$ cat src/rtl/scan_decoder.sv
// Registered select-to-one-hot decoder with handshaked direct mode
// and an autonomous scanning mode with dwell and blanking.
module scan_decoder #(
  parameter int SEL_W      = 3,
  parameter int DWELL_W    = 8,
  parameter int BLANK_CYC  = 1,
  parameter int ACTIVE_LOW = 0,
  localparam int OUT_W     = 2 ** SEL_W
) (
  input  logic               clk,
  input  logic               rst,
  input  logic               en,
  input  logic               mode,
  input  logic [SEL_W-1:0]   sel,
  input  logic               sel_valid,
  output logic               sel_ready,
  input  logic [DWELL_W-1:0] dwell,
  output logic [OUT_W-1:0]   X,
  output logic [SEL_W-1:0]   idx,
  output logic               wrap
);

  localparam int BW = (BLANK_CYC > 1) ? $clog2(BLANK_CYC) : 1;
  localparam logic [BW-1:0] BLAST =
    BW'((BLANK_CYC > 0) ? BLANK_CYC - 1 : 0);
  localparam logic [OUT_W-1:0] BLANK =
    (ACTIVE_LOW != 0) ? {OUT_W{1'b1}} : {OUT_W{1'b0}};

  typedef enum logic [1:0] {
    S_IDLE,
    S_DIRECT,
    S_SCAN_ON,
    S_SCAN_BLANK
  } state_t;

  state_t             r_state;
  logic [OUT_W-1:0]   r_x;
  logic [SEL_W-1:0]   r_idx;
  logic               r_wrap;
  logic [DWELL_W-1:0] r_dcnt;
  logic [DWELL_W-1:0] r_dwell;
  logic [BW-1:0]      r_bcnt;

  logic [SEL_W-1:0]   w_nidx;
  logic               w_xfer;
  logic               w_step_end;
  logic               w_blank_end;

  // XOR with the blank pattern applies output polarity
  function automatic logic [OUT_W-1:0] f_pat(
    input logic [SEL_W-1:0] n
  );
    logic [OUT_W-1:0] v;
    v    = '0;
    v[n] = 1'b1;
    return v ^ BLANK;
  endfunction

  assign sel_ready   = en & ~mode & (r_state == S_DIRECT);
  assign w_xfer      = sel_valid & sel_ready;
  assign w_nidx      = r_idx + 1'b1;
  assign w_step_end  = (r_dcnt == r_dwell);
  assign w_blank_end = (r_bcnt == BLAST);

  always_ff @(posedge clk or posedge rst) begin
    if (rst) begin
      r_state <= S_IDLE;
      r_x     <= BLANK;
      r_idx   <= '0;
      r_wrap  <= 1'b0;
      r_dcnt  <= '0;
      r_dwell <= '0;
      r_bcnt  <= '0;
    end else begin
      r_wrap <= 1'b0;
      if (!en) begin
        r_state <= S_IDLE;
        r_x     <= BLANK;
        r_dcnt  <= '0;
        r_bcnt  <= '0;
      end else begin
        unique case (r_state)
          S_IDLE, S_DIRECT: begin
            if (mode) begin
              r_state <= S_SCAN_ON;
              r_idx   <= '0;
              r_x     <= f_pat('0);
              r_dwell <= dwell;
              r_dcnt  <= '0;
            end else if (r_state == S_IDLE) begin
              r_state <= S_DIRECT;
            end else if (w_xfer) begin
              r_x   <= f_pat(sel);
              r_idx <= sel;
            end
          end
          S_SCAN_ON: begin
            if (!mode) begin
              r_state <= S_DIRECT;
              r_x     <= BLANK;
              r_dcnt  <= '0;
            end else if (!w_step_end) begin
              r_dcnt <= r_dcnt + 1'b1;
            end else if (BLANK_CYC != 0) begin
              r_state <= S_SCAN_BLANK;
              r_x     <= BLANK;
              r_bcnt  <= '0;
            end else begin
              r_idx   <= w_nidx;
              r_x     <= f_pat(w_nidx);
              r_wrap  <= (w_nidx == '0);
              r_dwell <= dwell;
              r_dcnt  <= '0;
            end
          end
          S_SCAN_BLANK: begin
            if (!mode) begin
              r_state <= S_DIRECT;
              r_x     <= BLANK;
              r_bcnt  <= '0;
            end else if (!w_blank_end) begin
              r_bcnt <= r_bcnt + 1'b1;
            end else begin
              r_state <= S_SCAN_ON;
              r_idx   <= w_nidx;
              r_x     <= f_pat(w_nidx);
              r_wrap  <= (w_nidx == '0);
              r_dwell <= dwell;
              r_dcnt  <= '0;
              r_bcnt  <= '0;
            end
          end
          default: r_state <= S_IDLE;
        endcase
      end
    end
  end

  assign X    = r_x;
  assign idx  = r_idx;
  assign wrap = r_wrap;

endmodule

$ cat config.mk
export PLATFORM = sky130hd
export DESIGN_NAME = scan_decoder
export DESIGN_NICKNAME = d
export VERILOG_FILES = /design/src/rtl/scan_decoder.sv
export SDC_FILE = /design/constraint.sdc
export NUM_CORES = 1
export LEC_CHECK = 0
export ABC_CLOCK_PERIOD_IN_PS = 1600
export BUFFER_PORTS_ARGS = -buffer_cell sky130_fd_sc_hd__buf_2
export CORE_MARGIN = 2
export CORE_UTILIZATION = 50
export CTS_CLUSTER_SIZE = 24
export DETAILED_ROUTE_END_ITERATION = 10
export PLACE_DENSITY_LB_ADDON = 0.3
export SLEW_MARGIN = 30
export SYNTH_ARGS = -nofsm -noshare
export SYNTH_HDL_FRONTEND = slang
export SYNTH_SLANG_ARGS = --single-unit
$ cat constraint.sdc
create_clock -name clk -period 1.6 [get_ports clk]
set_input_delay 0.08 -clock clk [delete_from_list [all_inputs] [get_ports clk]]
set_output_delay 0.08 -clock clk [all_outputs]
set_load 0.02 [all_outputs]
==> flow_metrics.tcl, run 1 <==
set metrics [dict create \
    met2_usage_pct 36.3 \
    dieArea_um2 4080 \
    fin_ws_ps -11.4 \
    syn_nets 195 \
    grtUsageMet1_pct 27.4 \
    gp_congestion 0.834 \
    clock_latency_ps 330 \
    timing.final.max_slew_violations 0 \
    vias 1575 \
    ioPinCount 29 \
    cp.arrival_ps 1830 \
    clkTransAtPathRegs_ps 90 \
    skew_ps 10.0 \
    max_slew_margin_pct 67.8 \
    first_global_vias 1510 \
    grt_pass1_wl_um 6950 \
    hp-class "in2reg" \
    peakVddDrop_mv 0.618 \
    gr-usage-all-layers_pct 22.1 \
    crit_path_max_incr_delay_ps 460 \
    ys_seq_elements 30 \
    status "finished, violations left" \
    layout.nets 250 \
    die_h_um 63.9 \
    post-route-period-util_pct 101 \
    cts_tree "built" \
    crit_path_end_kind "flip-flop" \
    grt_overflow 0 \
    rsz0062_at_grt "yes" \
    crit_chain "ha_4 > and3b_1 > a22oi_1 > nor2_1 > mux2_4" \
    setup_viol 6 \
    vias_per_cell 5.67 \
    startpoint "idx[1]" \
    syn_area_um2 1790 \
    hold_viol 0 \
    crit_slowest_cell "dfrtp_2" \
    start_util_pct 52.9 \
    p_leak_nw 1.06 \
    violations "negative setup slack" \
    cp-start-kind "flip-flop" \
    powerDensity_nw_per_um2 822 \
    synth-warning-count 0 \
    regToRegStartpoint "idx[1]" \
    ant_nets 0 \
    crit_required_ps 1810 \
    layout-drive-gt1-share_pct 39.7 \
    drc 0 \
    numCtsBuffers 5 \
    clockBufferDepth 2 \
    io_buffers 28 \
    fp.dieW_um 63.9 \
    global_route.usage.met3_pct 6.16 \
    dr.first_iter.drc_count 97 \
    cts.htree.levels 2 \
    maxCapViolCount 0 \
    place_area_um2 2080 \
    fp-row-count 21 \
    hold_start "en" \
    critPathMaxFanout 6 \
    syn_area_per_cell_um2 10.2 \
    wl_um 4140 \
    ys_seq_area_share_pct 41.8 \
    design_area_um2 2350 \
    setup-tns-final_ps -52.3 \
    clockRootBuffer "clkbuf_4" \
    netlist_instances 176 \
    nFillCells 258 \
    crit_type "reg2reg" \
    synthDistinctLibCells 45 \
    path_buf_inv 0 \
    dpl.hpwl_um 2980 \
    firstDrtPassIters 6 \
    area_growth_pct 31.2 \
    critPathTopFamily "flip-flops" \
    busiest_layer "met2" \
    avgRoutedWirePerCell_um 14.9 \
    antenna_found_initial 0 \
    fmax_mhz 621 \
    cts_sinks 30 \
    grt_max_degree 31 \
    core_um2 3390 \
    finalCriticalPeriod_ps 1610 \
    worst_pin_slew_ps 478 \
    antenna_cells 0 \
]
[metrics by stage]
| stage | setup WS [ps] | cells | utilization (%) | total power, mW | hold WS, ps |
|---|---|---|---|---|---|
| final | -11.4 | 278 | 69.4 | 1.93 | 132 |
| after global routing | -81.9 | 278 | 69.4 | 2.04 | 125 |
| after CTS | 5.61 | 275 | 66.6 | 1.91 | 109 |
| after detailed placement | -51.9 | 258 | 61.3 | 1.29 | 176 |
| after global placement | 59.7 | 258 | 61.3 | 1.27 | 170 |
| after floorplan | 31.2 | 176 | - | 1.16 | 171 |
[Yosys cell counts]
library cell | instances | area share, %
buf_4 | 2 | 0.84
nand4_2 | 2 | 1.4
o211ai_1 | 2 | 0.84
o31a_2 | 1 | 0.56
o31a_1 | 3 | 1.5
and2_1 | 1 | 0.35
nor4b_4 | 1 | 1.3
buf_2 | 2 | 0.56
o21ai_4 | 1 | 0.91
a32oi_1 | 1 | 0.49
a21oi_1 | 4 | 1.1
nand3_1 | 6 | 1.7
nor2_4 | 1 | 0.63
and3b_1 | 1 | 0.49
dfrtp_1 | 30 | 42
nor3b_1 | 4 | 1.7
ha_1 | 3 | 2.1
and3_1 | 3 | 1.0
mux2_4 | 6 | 5.0
nand3b_1 | 2 | 0.84
nor2_1 | 10 | 2.1
o311ai_0 | 1 | 0.49
inv_1 | 9 | 1.9
xor2_1 | 1 | 0.49
buf_6 | 1 | 0.63
o21ai_0 | 12 | 3.3
or2_2 | 1 | 0.35
a21boi_0 | 3 | 1.3
nand2_1 | 15 | 3.1
mux2i_1 | 2 | 1.1
nand4b_4 | 1 | 1.3
nor2b_1 | 2 | 0.70
a22oi_1 | 1 | 0.42
o22a_1 | 1 | 0.49
a22o_1 | 1 | 0.49
clkbuf_1 | 3 | 0.63
nand4_1 | 3 | 1.0
o31ai_1 | 1 | 0.42
xnor2_1 | 9 | 4.4
nor3_1 | 5 | 1.4
o22ai_1 | 1 | 0.35
or3_1 | 2 | 0.70
a31oi_1 | 5 | 1.7
mux2_2 | 9 | 5.6
nor4_1 | 1 | 0.35
[final cells by class]
cell class / count / area, um^2 / area share (%)
Clock inverter: 3 / 40.0 / 1.70
Sequential cell: 30 / 756 / 32.1
Clock buffer: 5 / 37.5 / 1.59
Timing Repair Buffer: 56 / 380 / 16.2
Multi-Input combinational cell: 129 / 1050 / 44.6
Tap cell: 46 / 57.6 / 2.45
Inverter: 9 / 33.8 / 1.44
[report_power, final]
part	internal [mW]	total, mW	switching [mW]	leakage, nW
clock network	0.323	0.588	0.265	0.0450
registers	0.823	0.898	0.0752	0.388
logic	0.227	0.449	0.222	0.627
total	1.37	1.93	0.562	1.06
[layer usage]
layer	routed length [um]	share of wire (%)
met1	1780	43
met2	2080	50
met3	234	5.6
met4	48	1.2
met5	0	0
[sequential cells by signal, indices dropped and copies added, names as in the netlist]
| signal | cells |
|---|---|
| X | 8 |
| r_dwell | 8 |
| r_state | 2 |
| wrap | 1 |
| idx | 3 |
| r_dcnt | 8 |
[cell families (layout without fill, tap and decap cells)]
family,Yosys count,count (layout),share of synthesized area (%)
muxes,17,17,11.8
and+or+nand+nor,61,61,20.5
adders and majority gates,3,3,2.09
buffers and inverters,17,73,4.53
DFF,30,30,41.8
xor gates and xnor gates,10,10,4.88
AOI/OAI and AO/OA,38,38,14.4
[placed cells by master, fill, tap and decap left out, types with 3 or more instances in the layout]
master,n
o21ai_0,12
dlygate4sd3_1,9
nor3_1,4
a21boi_0,3
inv_1,8
nand4_1,3
nand2_1,15
buf_4,17
and3_1,3
a21oi_1,4
dfrtp_1,26
mux2_2,9
xnor2_1,4
o31a_1,3
nor2_1,10
buf_2,28
nand3_1,6
xnor2_2,5
dfrtp_2,4
a31oi_1,5
clkbuf_4,5
nor3b_1,4
mux2_4,6
[worst paths after layout]
kind | end | slack, ps | depth (start not counted)
min reg2reg | X[1] | 520 | 1
min | r_state[0] | 130 | 2
max in group asynchronous | r_state[1] | 940 | 4
max | X[3] | -10 | 5
max reg2reg | X[3] | -10 | 5
min in group asynchronous | X[0] | 350 | 4
[worst reg2reg max path, stage by stage, from the launching register on]
cell,delay [ps]
dfrtp_2,460
ha_4,280
and3b_1,210
a22oi_1,190
nor2_1,70
mux2_4,280
[timing repair]
item | in CTS | in global routing
pin swaps | 0 | 6
hold buffers | 9 | 0
endpoints found under the hold margin | 38 | 0
buffers inserted | 0 | 3
endpoints found under the setup margin | 3 | 21
resized for setup | 2 | 15
(Power assumes the default switching activity.)
==> inputs of run 2 (changes only) <==
--- a/config.mk
+++ b/config.mk
@@ -12,6 +12,7 @@
 export CTS_CLUSTER_SIZE = 24
 export DETAILED_ROUTE_END_ITERATION = 10
 export PLACE_DENSITY_LB_ADDON = 0.3
+export RECOVER_POWER = 50
 export SLEW_MARGIN = 30
 export SYNTH_ARGS = -nofsm -noshare
 export SYNTH_HDL_FRONTEND = slang
==> flow_metrics.tcl, run 2 (synthesis gave the netlist of run 1 again) <==
set metrics [dict create \
    die_h_um 63.9 \
    status "finished, violations left" \
    cts.htree.levels 2 \
    area_growth_pct 31.0 \
    clock_latency_ps 330 \
    gr-usage-all-layers_pct 22.1 \
    hold_viol 0 \
    layout_common_cells "buf_2 (27), dfrtp_1 (26), buf_4 (16), nand2_1 (15), o21ai_0 (12)" \
    setup-tns-final_ps -42.2 \
    crit_path_end_kind "flip-flop" \
    ioPinCount 29 \
    hold_end "r_state[0]" \
    timing.final.max_slew_violations 0 \
    dr.first_iter.drc_count 97 \
    drc 0 \
    regToRegStartpoint "idx[1]" \
    p_leak_nw 1.05 \
    firstDrtPassIters 5 \
    antenna_cells 0 \
    first_global_vias 1510 \
    gp_congestion 0.834 \
    max_slew_margin_pct 51.1 \
    avgRoutedWirePerCell_um 14.9 \
    worst_pin_slew_ps 733 \
    cp-start-kind "flip-flop" \
    hp-class "in2reg" \
    post-route-period-util_pct 101 \
    r2r_end "X[3]" \
    dpl.hpwl_um 2980 \
    mostFrequentLayoutCell "buf_2" \
    skew_ps 9.98 \
    grt_pass1_wl_um 6950 \
    place_inst 258 \
    crit_type "reg2reg" \
    fp-row-count 21 \
    crit_slowest_cell "dfrtp_2" \
    vias 1577 \
    grt_overflow 0 \
    violations "negative setup slack" \
    holdPathStages 2 \
    cts_tree "built" \
    cts_sinks 30 \
    ant_nets 0 \
    hold_start "en" \
    setup_viol 6 \
    rsz0062_at_grt "yes" \
    fmax_mhz 621 \
    fin_ws_ps -10.7 \
    crit_path_max_incr_delay_ps 460 \
    peakVddDrop_mv 0.617 \
    io_buffers 28 \
    crit_required_ps 1820 \
    grt_max_degree 31 \
    fp.dieW_um 63.9 \
    clockBufferDepth 2 \
    layout.nets 250 \
    layout-drive-gt1-share_pct 39.2 \
    start_util_pct 52.9 \
    cp.arrival_ps 1830 \
    core_um2 3390 \
    clkTransAtPathRegs_ps 90 \
    crit_chain "ha_4 > and3b_1 > a22oi_1 > nor2_1 > mux2_4" \
    wl_um 4160 \
    reg2regPathDepth 5 \
    clockRootBuffer "clkbuf_4" \
    critPathMaxFanout 6 \
    maxCapViolCount 0 \
    numCtsBuffers 5 \
    layout.cells.non_filler 278 \
    dieArea_um2 4080 \
    r2r_slack_ps -10 \
    finalCriticalPeriod_ps 1610 \
    powerDensity_nw_per_um2 824 \
    vias_per_cell 5.67 \
    antenna_found_initial 0 \
]
## run 2: layout make-up
| type | instances | area, um^2 |
|---|---|---|
| Clock inverter | 3 | 40.0 |
| Sequential cell | 30 | 756 |
| Multi-Input combinational cell | 129 | 1050 |
| Tap cell | 46 | 57.6 |
| Inverter | 9 | 33.8 |
| Fill cell | 260 | 1040 |
| Timing Repair Buffer | 56 | 377 |
| Clock buffer | 5 | 37.5 |
## run 2: per-layer routing
metal | track usage [%] | vias to the layer above | routed length, um
met4 | 8.70 | 0 | 43
li1 | - | 748 | -
met2 | 36.3 | 70 | 2080
met3 | 6.16 | 6 | 248
met5 | 0 | - | 0
met1 | 27.4 | 753 | 1780
## run 2: worst max-delay path by stage
| stage | start | endpoint |
|---|---|---|
| global route | idx[1] | X[3] |
| detailed placement | idx[0] | X[6] |
| floorplan | idx[0] | X[7] |
| finish | idx[1] | X[3] |
| CTS | r_dwell[1] | X[6] |
| global placement | idx[0] | X[6] |
## run 2: stage by stage
stage	hold WS (ps)	power [mW]	cell area, um^2	setup slack [ps]	util [%]
after global placement	170	1.27	2080	59.7	61.3
after global routing	125	2.04	2350	-81.9	69.3
after detailed placement	176	1.29	2080	-51.9	61.3
after CTS	109	1.91	2260	5.61	66.6
final	130	1.94	2350	-10.7	69.3
after floorplan	171	1.16	1810	31.2	-
## run 2: power by group
group          switching [mW]  total, mW  internal, mW
clock network           0.268      0.591         0.323
logic                   0.222      0.448         0.226
registers              0.0752      0.898         0.823
total                   0.565       1.94          1.37
## run 2: critical path, delay by kind of cell, from the launching register on
family	cells	cell delay, ps
AO/OA/AOI/OAI	1	190
flip-flops	1	460
multiplexers	1	280
AND/OR/NAND/NOR	2	280
adder cells (fa/ha/maj)	1	280
## run 2: repair_timing
item,CTS,global route
buffers inserted,0,3
endpoints found under the setup margin,3,21
hold buffers,9,0
pin swaps,0,6
gates resized for setup,2,15
endpoints found under the hold margin,38,0
==> inputs of run 3 (changes only) <==
--- a/config.mk
+++ b/config.mk
@@ -7,6 +7,7 @@
 export LEC_CHECK = 0
 export ABC_CLOCK_PERIOD_IN_PS = 1600
 export BUFFER_PORTS_ARGS = -buffer_cell sky130_fd_sc_hd__buf_2
+export CORE_ASPECT_RATIO = 1.4
 export CORE_MARGIN = 2
 export CORE_UTILIZATION = 50
 export CTS_CLUSTER_SIZE = 24
==> flow_metrics.tcl, run 3 (synthesis gave the netlist of run 1 again) <==
set metrics [dict create \
    status "complete, no violations" \
    dpl.hpwl_um 2900 \
    layout_common_cells "dfrtp_1 (27), buf_2 (18), buf_4 (16), nand2_1 (15), o21ai_0 (12)" \
    skew_ps 9.34 \
    core_um2 3410 \
    design_area_um2 2260 \
    crit_chain "xnor2_2 > nand4_2 > nor2_4 > o21ai_4 > mux2_4" \
    cp.arrival_ps 1740 \
    clock_latency_ps 290 \
    crit_slowest_cell "dfrtp_1" \
    crit_required_ps 1780 \
    cts_tree "built" \
    hold_viol 0 \
    hold_start "dwell[7]" \
    maxCapViolCount 0 \
    crit_path_max_incr_delay_ps 420 \
    nFillCells 282 \
    io_buffers 28 \
    regToRegStartpoint "r_dcnt[6]" \
    first_global_vias 1507 \
    hold_end "r_dwell[7]" \
    layout.cells.non_filler 262 \
    max_slew_margin_pct 65.0 \
    powerDensity_nw_per_um2 927 \
    vias 1497 \
    place_inst 252 \
    drc 0 \
    routed.top_layer "met4" \
    layout-drive-gt1-share_pct 36.0 \
    wl_met3_um 179 \
    mostFrequentLayoutCell "dfrtp_1" \
    dieArea_um2 4090 \
    timing.final.max_slew_violations 0 \
    vias_per_cell 5.71 \
    antenna_cells 0 \
    rsz0062_at_grt "yes" \
    wl_um 3910 \
    wl_met1_um 1500 \
    grt_overflow 0 \
    reg2regPathDepth 5 \
    place_area_um2 2080 \
    critPathMaxFanout 8 \
    setup-tns-final_ps 0 \
    worst_pin_slew_ps 525 \
    crit_type "reg2reg" \
    peakVddDrop_mv 0.656 \
    antenna_found_initial 0 \
    hp-class "in2reg" \
    cts.htree.levels 2 \
    crit_path_end_kind "flip-flop" \
    grt_pass1_wl_um 6560 \
    gr-usage-all-layers_pct 22.4 \
    ant_nets 0 \
    fp-row-count 25 \
    route.met2.wl_um 2140 \
    numCtsBuffers 5 \
    area_growth_pct 26.1 \
    postLayoutCoreUtil_pct 66.3 \
    ioPinCount 29 \
    firstDrtPassIters 4 \
    cts_sinks 30 \
    clockRootBuffer "clkbuf_8" \
    fp.dieW_um 54.6 \
    start_util_pct 52.6 \
    die_h_um 74.9 \
    clockBufferDepth 2 \
    r2r_end "X[7]" \
    setup_viol 0 \
    grt_max_degree 18 \
    post-route-period-util_pct 97.6 \
    p_leak_nw 0.987 \
    avgRoutedWirePerCell_um 14.9 \
    dr.first_iter.drc_count 50 \
    cp-start-kind "flip-flop" \
    clkTransAtPathRegs_ps 70 \
    holdPathStages 2 \
    total_power_mw 2.10 \
    finalCriticalPeriod_ps 1560 \
    layout.nets 241 \
    gp_congestion 0.842 \
    r2r_slack_ps 40 \
    fmax_mhz 640 \
]
==> run 3: cell types whose count changed in the layout (fill, tap and decap cells not counted), moves of 2 or more <==
cell,delta
buf_2,-9
clkbuf_1,+9
clkbuf_4,-5
clkbuf_8,+6
clkinv_2,-2
dlygate4sd3_1,-8
==> run 3: how the worst max path moves through the flow <==
| stage | startpoint | to | slack, ps | cells after the start |
|---|---|---|---|---|
| detailed placement | idx[0] | X[6] | 20 | 5 |
| floorplan | idx[0] | X[7] | 30 | 5 |
| CTS | idx[0] | X[7] | 4 | 5 |
| global placement | idx[0] | X[6] | 50 | 5 |
| global route | r_dcnt[6] | X[6] | -20 | 5 |
| finish | r_dcnt[6] | X[7] | 40 | 5 |
==> run 3: critical path, delay by kind of cell, from the launching register on <==
family	cells	cell delay [ps]
muxes	1	330
xor gates and xnor gates	1	150
and+or+nand+nor	2	220
AOI/OAI and AO/OA	1	330
DFF	1	420
==> run 3: timing repair <==
item,in CTS,in global routing
hold endpoints to repair,13,0
resized for setup,1,13
setup buffers,0,2
pin swaps,0,7
hold buffers,1,0
cloned,0,0
endpoints found under the setup margin,1,22
==> run 3: area by class of cell <==
cell class,count,area (um^2),area share (%)
Clock inverter,1,30.0,1.33
Timing Repair Buffer,47,274,12.1
Tap cell,40,50.0,2.21
Multi-Input combinational cell,129,1040,45.9
Clock buffer,6,82.6,3.65
Sequential cell,30,754,33.4
Inverter,9,33.8,1.49
==> run 3: per-layer routing <==
| layer | global-route usage [%] | vias up |
|---|---|---|
| met3 | 5.56 | 8 |
| met5 | 0 | - |
| met2 | 39.3 | 42 |
| met4 | 12.2 | 0 |
| met1 | 23.6 | 723 |
| li1 | - | 724 |
==> run 3: stage by stage <==
step | setup slack (ps) | hold WS, ps
6_report | 38.4 | 22.7
5_1_grt | -17.7 | 18.6
4_1_cts | 3.68 | 18.4
3_5_place_dp | 15.8 | 172
3_3_place_gp | 49.0 | 167
2_1_floorplan | 31.2 | 171
==> run 3: power by group <==
part           internal [mW]  switching [mW]  leakage [nW]  total [mW]
Sequential             0.824          0.0652         0.389       0.889
Clock                  0.497           0.287        0.0573       0.784
Combinational          0.207           0.216         0.540       0.423
